**config.mk**
```make
export PLATFORM = sky130hd
export DESIGN_NAME = btn_pulse_gen
export DESIGN_NICKNAME = d
export VERILOG_FILES = /design/src/rtl/btn_pulse_gen.sv
export SDC_FILE = /design/constraint.sdc
export NUM_CORES = 1
export LEC_CHECK = 0
export CORE_MARGIN = 4
export CORE_UTILIZATION = 30
export DETAILED_ROUTE_END_ITERATION = 8
export PLACE_DENSITY_LB_ADDON = 0.25
export SYNTH_ARGS = -nofsm -noshare
export SYNTH_HDL_FRONTEND = slang
export SYNTH_SLANG_ARGS = --single-unit
```
**constraint.sdc**
```tcl
create_clock -name clk -period 2.6 [get_ports clk]
set_input_delay 0.52 -clock clk [delete_from_list [all_inputs] [get_ports clk]]
set_output_delay 0.52 -clock clk [all_outputs]
set_load 0.02 [all_outputs]
```
**src/rtl/btn_pulse_gen.sv**
```systemverilog
// btn_pulse_gen: per-channel 2-flop synchronizer, debounce FSM and
// registered level / one-cycle rise / fall pulse outputs.
module btn_pulse_gen #(
  parameter int unsigned N_CH            = 2,
  parameter int unsigned DEBOUNCE_CYCLES = 4
) (
  input  logic            clk,
  input  logic            rstn,
  input  logic [N_CH-1:0] btn_in,
  output logic [N_CH-1:0] level_out,
  output logic [N_CH-1:0] rise_pulse,
  output logic [N_CH-1:0] fall_pulse
);

  localparam int unsigned CNT_W = $clog2(DEBOUNCE_CYCLES + 1);
  // A single stable sample is enough: skip the arm states entirely.
  localparam bit          SINGLE = (DEBOUNCE_CYCLES == 1);
  localparam logic [CNT_W-1:0] CNT_LAST = CNT_W'(DEBOUNCE_CYCLES - 1);

  // Reject illegal parameterisations at elaboration.
  if (DEBOUNCE_CYCLES < 1) begin : g_bad_debounce
    $error("btn_pulse_gen: DEBOUNCE_CYCLES must be >= 1");
  end
  if (N_CH < 1) begin : g_bad_nch
    $error("btn_pulse_gen: N_CH must be >= 1");
  end

  typedef enum logic [1:0] {
    IDLE_LO = 2'd0,
    ARM_HI  = 2'd1,
    IDLE_HI = 2'd2,
    ARM_LO  = 2'd3
  } state_t;

  logic [N_CH-1:0] r_s1;
  logic [N_CH-1:0] r_s;

  // Two-flop synchronizer; only r_s is used downstream.
  always_ff @(posedge clk) begin
    if (!rstn) begin
      r_s1 <= '0;
      r_s  <= '0;
    end else begin
      r_s1 <= btn_in;
      r_s  <= r_s1;
    end
  end

  for (genvar g = 0; g < int'(N_CH); g++) begin : g_ch
    state_t           r_state;
    state_t           w_state_nxt;
    logic [CNT_W-1:0] r_cnt;
    logic [CNT_W-1:0] w_cnt_nxt;
    logic             r_level;
    logic             r_rise;
    logic             r_fall;
    logic             w_level_nxt;
    logic             w_rise_nxt;
    logic             w_fall_nxt;
    logic             w_s;

    assign w_s = r_s[g];

    // State, counter and registered outputs; reset aborts any pending acceptance.
    always_ff @(posedge clk) begin
      if (!rstn) begin
        r_state <= IDLE_LO;
        r_cnt   <= '0;
        r_level <= 1'b0;
        r_rise  <= 1'b0;
        r_fall  <= 1'b0;
      end else begin
        r_state <= w_state_nxt;
        r_cnt   <= w_cnt_nxt;
        r_level <= w_level_nxt;
        r_rise  <= w_rise_nxt;
        r_fall  <= w_fall_nxt;
      end
    end

    // Next-state: arm on a level change, confirm after DEBOUNCE_CYCLES samples.
    always_comb begin
      w_state_nxt = r_state;
      case (r_state)
        IDLE_LO: if (w_s)  w_state_nxt = SINGLE ? IDLE_HI : ARM_HI;
        ARM_HI: begin
          if (!w_s)                 w_state_nxt = IDLE_LO;
          else if (r_cnt == CNT_LAST) w_state_nxt = IDLE_HI;
        end
        IDLE_HI: if (!w_s) w_state_nxt = SINGLE ? IDLE_LO : ARM_LO;
        ARM_LO: begin
          if (w_s)                  w_state_nxt = IDLE_HI;
          else if (r_cnt == CNT_LAST) w_state_nxt = IDLE_LO;
        end
        default: w_state_nxt = IDLE_LO;
      endcase
    end

    // Next counter / level / pulse values; counter is cleared on abort or accept.
    always_comb begin
      w_cnt_nxt   = r_cnt;
      w_level_nxt = r_level;
      w_rise_nxt  = 1'b0;
      w_fall_nxt  = 1'b0;
      case (r_state)
        IDLE_LO: begin
          if (w_s) begin
            if (SINGLE) begin
              w_cnt_nxt   = '0;
              w_level_nxt = 1'b1;
              w_rise_nxt  = 1'b1;
            end else begin
              w_cnt_nxt = CNT_W'(1);
            end
          end
        end
        ARM_HI: begin
          if (!w_s) begin
            w_cnt_nxt = '0;
          end else if (r_cnt == CNT_LAST) begin
            w_cnt_nxt   = '0;
            w_level_nxt = 1'b1;
            w_rise_nxt  = 1'b1;
          end else begin
            w_cnt_nxt = r_cnt + CNT_W'(1);
          end
        end
        IDLE_HI: begin
          if (!w_s) begin
            if (SINGLE) begin
              w_cnt_nxt   = '0;
              w_level_nxt = 1'b0;
              w_fall_nxt  = 1'b1;
            end else begin
              w_cnt_nxt = CNT_W'(1);
            end
          end
        end
        ARM_LO: begin
          if (w_s) begin
            w_cnt_nxt = '0;
          end else if (r_cnt == CNT_LAST) begin
            w_cnt_nxt   = '0;
            w_level_nxt = 1'b0;
            w_fall_nxt  = 1'b1;
          end else begin
            w_cnt_nxt = r_cnt + CNT_W'(1);
          end
        end
        default: begin
          w_cnt_nxt   = '0;
          w_level_nxt = 1'b0;
        end
      endcase
    end

    assign level_out[g]  = r_level;
    assign rise_pulse[g] = r_rise;
    assign fall_pulse[g] = r_fall;
  end

endmodule

```
# After elaboration in Yosys (flattened, before gate mapping)
# Index checks and enable logic that the tools add are counted.
[totals] memories=0 output_inout_bits=6 reg_bits=20 mem_bits_rw=0 latch_bits=0 romBits=0 word_cells=93 inputBits=4
[classes] multipliers=0 bitwise_logic=3 mux=38 add_sub_neg=2 div=0 eq_ne=24 order_cmp=0 reduce_logical=14 n_shift=0
[op_table] op="$mux 3" n=10
[op_table] op="$mux 2" n=12
[op_table] op="$ne 2x2->1 const B" n=12
[op_table] op="$pmux 3 s4" n=2
[op_table] op="$pmux 2 s4" n=2
[op_table] op="$ne 3x3->1 const B" n=4
[op_table] op="$mux 1" n=10
[op_table] op="$reduce_and 5->1" n=2
[op_table] op="$eq 2x2->1 const B" n=4
[op_table] op="$reduce_and 4->1" n=2
[op_table] op="$add 3x1->3 const B" n=2
[op_table] op="$eq 3x2->1 const B" n=2
[op_table] op="$reduce_and 3->1" n=2
[op_table] op="$reduce_or 3->1" n=2
[op_table] op="$eq 2x1->1 const B" n=2
[op_table] op="$logic_not 2->1" n=2
[op_table] op="$pmux 1 s2" n=2
[op_table] op="$reduce_and 2->1" n=2
[op_table] op="$reduce_bool 2->1" n=2
[op_table] op="$not 1->1" n=3

# Logic depth before layout (Yosys ltp)
[logic_depth] ltp_word=4 depth_mapped=4 mapped_depth_nobuf=4

# Worst setup path before layout
# OpenSTA, ideal clock, no wires.
[synth_timing] path_kind="input to register" startpoint="input rstn" endpoint="register g_ch[0].r_rise" arrival_ps=1007 path_slack_ps=1513 n_path_buf=1 stages=3 required_time_ps=2520 setup_ps=80 path_cell_list="clkbuf_1 > nand2_1 > nor3b_1"
[synth_between] elab_chain_len=1
[synth_lines] item="from (decl)" line="8" text="input logic rstn,"
[synth_lines] item="$reduce_and 3->1 (no source line)"
[synth_lines] item="to (signal assigned)" line="76" text="r_rise <= w_rise_nxt;"
[synth_lines] item="to (decl)" line="55" text="logic r_rise;"
# Every way passes these cells.
# A chain may end at the register's enable or synchronous reset.

# Worst setup path in the final report
[layout_timing] startpoint="register g_ch[0].r_level" endpoint="output level_out[0]"
[layout_lines] item="from (decl)" line="54" text="logic r_level;"
[layout_lines] item="from (signal assigned)" line="75" text="r_level <= w_level_nxt;"
[layout_lines] item="to (decl)" line="10" text="output logic [N_CH-1:0] level_out,"
# No word-level cell between the ends.

==> results.toml <==
[run_status]
status = "finished, final reports clean"

[critical_path]
rr_worst_depth = 3
crit_type = "reg -> out"
worst_path_largest_cell_delay_ns = 0.61
r2r-start = "r_s[1]$_SDFF_PN0_"
path_cells = "clkdlybuf4s50_1"
crit_path_start_kind = "register"
cp.required_ns = 2.08
r2r_end = "g_ch[1].r_cnt[1]$_SDFFE_PN0P_"
critical-path-slowest-cell = "clkdlybuf4s50_1"
path_buf_inv = 1
crit_fanout = 3
r2r_slack_ns = 1.38
crit_family = "buffers and inverters"
endpoint_kind = "primary output"
crit_arrival_ns = 1.27

[floorplanning]
initial_core_util = 0.3209
ioPinCount = 10
core_area_um2 = 2522
die_area_um2 = 3593
core.rowCount = 18
die_w_um = 59.95
die_h_um = 59.95

[layout]
drive_above_1_share = 0.06977
synthToLayoutAreaGrowth_pct = 12.06
final_nets = 94
fillers = 272
layout_common_cells = "dfxtp_1, nand2_1, clkdlybuf4s50_1"
diodes = 0
final_common_cell = "dfxtp_1"

[clock_network]
clock_latency_ns = 0.29
clockRootBuffer = "clkbuf_4"
cts_buffers = 3
postCtsSetupBuffers = 0
clock_sinks = 20
tritoncts = "done"
cts_resized = 0
path_clk_slew_ns = 0.11
max-clock-path-buffers = 2
ctsHoldBuffers = 0
cts_htree_levels = 1

[yosys]
yosysWarnings = 0
ys_types = 24
synth_top_area_cell = "dfxtp_1"
synth_cells = 82
synth_nets = 88
post-synth-top-area-fraction = 0.4946
synth.area.top_cells = "dfxtp_1, buf_4, nand2_1"
ys_seq_area_frac = 0.4946
synth.ff_latch_count = 20
syn_area_um2 = 809.5
avgSynthCellArea_um2 = 9.872

[routing]
drt-initial-drc-count = 18
drc = 0
viasPerCell = 4.586
antenna_left = 0
firstDrtPassIters = 4
num_vias = 532
wl_per_cell_um = 10.28
wirelength_mm = 1.192

[pwr]
p_leak_nw = 0.3351
ir_worst_vdd_mv = 0.2151
p_per_area_nw_per_um2 = 558.3

[global_routing]
grt_pass1_wl_mm = 2.152
grt_max_degree = 21
grt_overflow = 0
grt_pass1_vias = 490
grt_usage = 0.07948
antenna_found_initial = 0

[timing]
drv_slew = 0
fin_setup_tns_ns = 0
relSlewSlack = 0.6067
tightest_slew_ns = 0.5880
rsz0062_at_grt = "no"
fin_worst_skew_ns = 0.0008258
fin_hold_ws_ns = 0.4410
max_freq_ghz = 0.5581
finalSetupViolations = 0
fin_crit_sh = 0.6892
fin_crit_ns = 1.792
hold_viol_final = 0

[hold_path]
whs_path_depth = 1
min_to = "r_s[1]$_SDFF_PN0_"
hp-start = "r_s1[1]$_SDFF_PN0_"
min_path_type = "reg -> reg"

[placement]
io_buffers = 9
gp_congestion = 0.6529
dp_hpwl_um = 809.9

[job]
maxCapViolations = 0
[Yosys cell counts]
| cell type | number |
|---|---|
| nor3b_1 | 4 |
| a21boi_1 | 2 |
| xor2_1 | 2 |
| ha_1 | 2 |
| o2111a_1 | 2 |
| and3b_1 | 2 |
| o21ai_0 | 2 |
| a21boi_0 | 2 |
| clkbuf_1 | 2 |
| and3_1 | 1 |
| dfxtp_1 | 20 |
| nand3b_1 | 2 |
| o211ai_1 | 2 |
| nand2b_1 | 2 |
| a21oi_1 | 4 |
| o2111ai_1 | 2 |
| buf_4 | 6 |
| inv_1 | 2 |
| or3b_1 | 2 |
| or2_2 | 2 |
| and3_2 | 1 |
| nand2_1 | 10 |
| and2_1 | 4 |
| nand3_1 | 2 |
[sequential cells by signal, summed over array words and instances, names as in the netlist, named ones only]
| signal | count |
|---|---|
| g_ch.r_rise | 2 |
| g_ch.r_level | 2 |
| r_s | 2 |
| g_ch.r_cnt | 6 |
| g_ch.r_state | 2 |
| g_ch.r_fall | 2 |
| r_s1 | 2 |
[power breakdown]
| part | internal (mW) | total, mW | switching [mW] |
|---|---|---|---|
| clock network | 0.0538 | 0.140 | 0.0863 |
| registers | 0.317 | 0.326 | 0.00853 |
| logic | 0.0223 | 0.0408 | 0.0185 |
| total | 0.393 | 0.506 | 0.113 |
[through the flow]
step	setup slack, ns	area (um^2)	cells	utilization	total power, mW
floorplan	1.513	809.5	82	-	0.3624
global placement	0.8007	884.6	113	0.3507	0.3733
detailed placement	0.7598	884.6	113	0.3507	0.3739
CTS	0.7967	907.1	116	0.3596	0.5146
global route	0.7396	907.1	116	0.3596	0.5340
finish	0.8081	907.1	116	0.3596	0.5064
[worst max-delay path by stage]
stage	start	to	slack, ns	cells past startpoint
3_5_place_dp	rstn	g_ch[1].r_rise$_SDFF_PN0_	0.76	3
4_1_cts	g_ch[0].r_level$_SDFFE_PN0P_	level_out[0]	0.80	1
6_report	g_ch[0].r_level$_SDFFE_PN0P_	level_out[0]	0.81	1
5_1_grt	g_ch[0].r_level$_SDFFE_PN0P_	level_out[0]	0.74	1
3_3_place_gp	rstn	g_ch[1].r_rise$_SDFF_PN0_	0.80	3
2_1_floorplan	rstn	g_ch[0].r_rise$_SDFF_PN0_	1.51	3
[routing by layer]
layer | share of wire | vias to the layer above | track usage
met5 | 0 | - | 0
met4 | 0.021 | 0 | 0.05696
met3 | 0.042 | 2 | 0.01944
li1 | - | 287 | -
met1 | 0.55 | 234 | 0.1181
met2 | 0.38 | 9 | 0.09568
[final cells by class]
type,instances,area (um^2),share of cell area
tap,30,37.54,0.04138
timing repair buffer,9,90.09,0.09931
clock buffer,3,22.52,0.02483
multi-input combinational,52,349.1,0.3848
inverter,2,7.507,0.008276
sequential,20,400.4,0.4414
[cells by family (layout without fill, tap and decap cells)]
kind of cell / count (synthesis) / after routing / share of synthesized area
XOR/XNOR: 2 / 2 / 0.02164
adder cells (fa/ha/maj): 2 / 2 / 0.03091
buffers and inverters: 10 / 14 / 0.07419
flip-flops: 20 / 20 / 0.4946
AND/OR/NAND/NOR: 32 / 32 / 0.2365
AO/OA/AOI/OAI: 16 / 16 / 0.1422
Note: power is estimated with default switching activity, not from simulation.
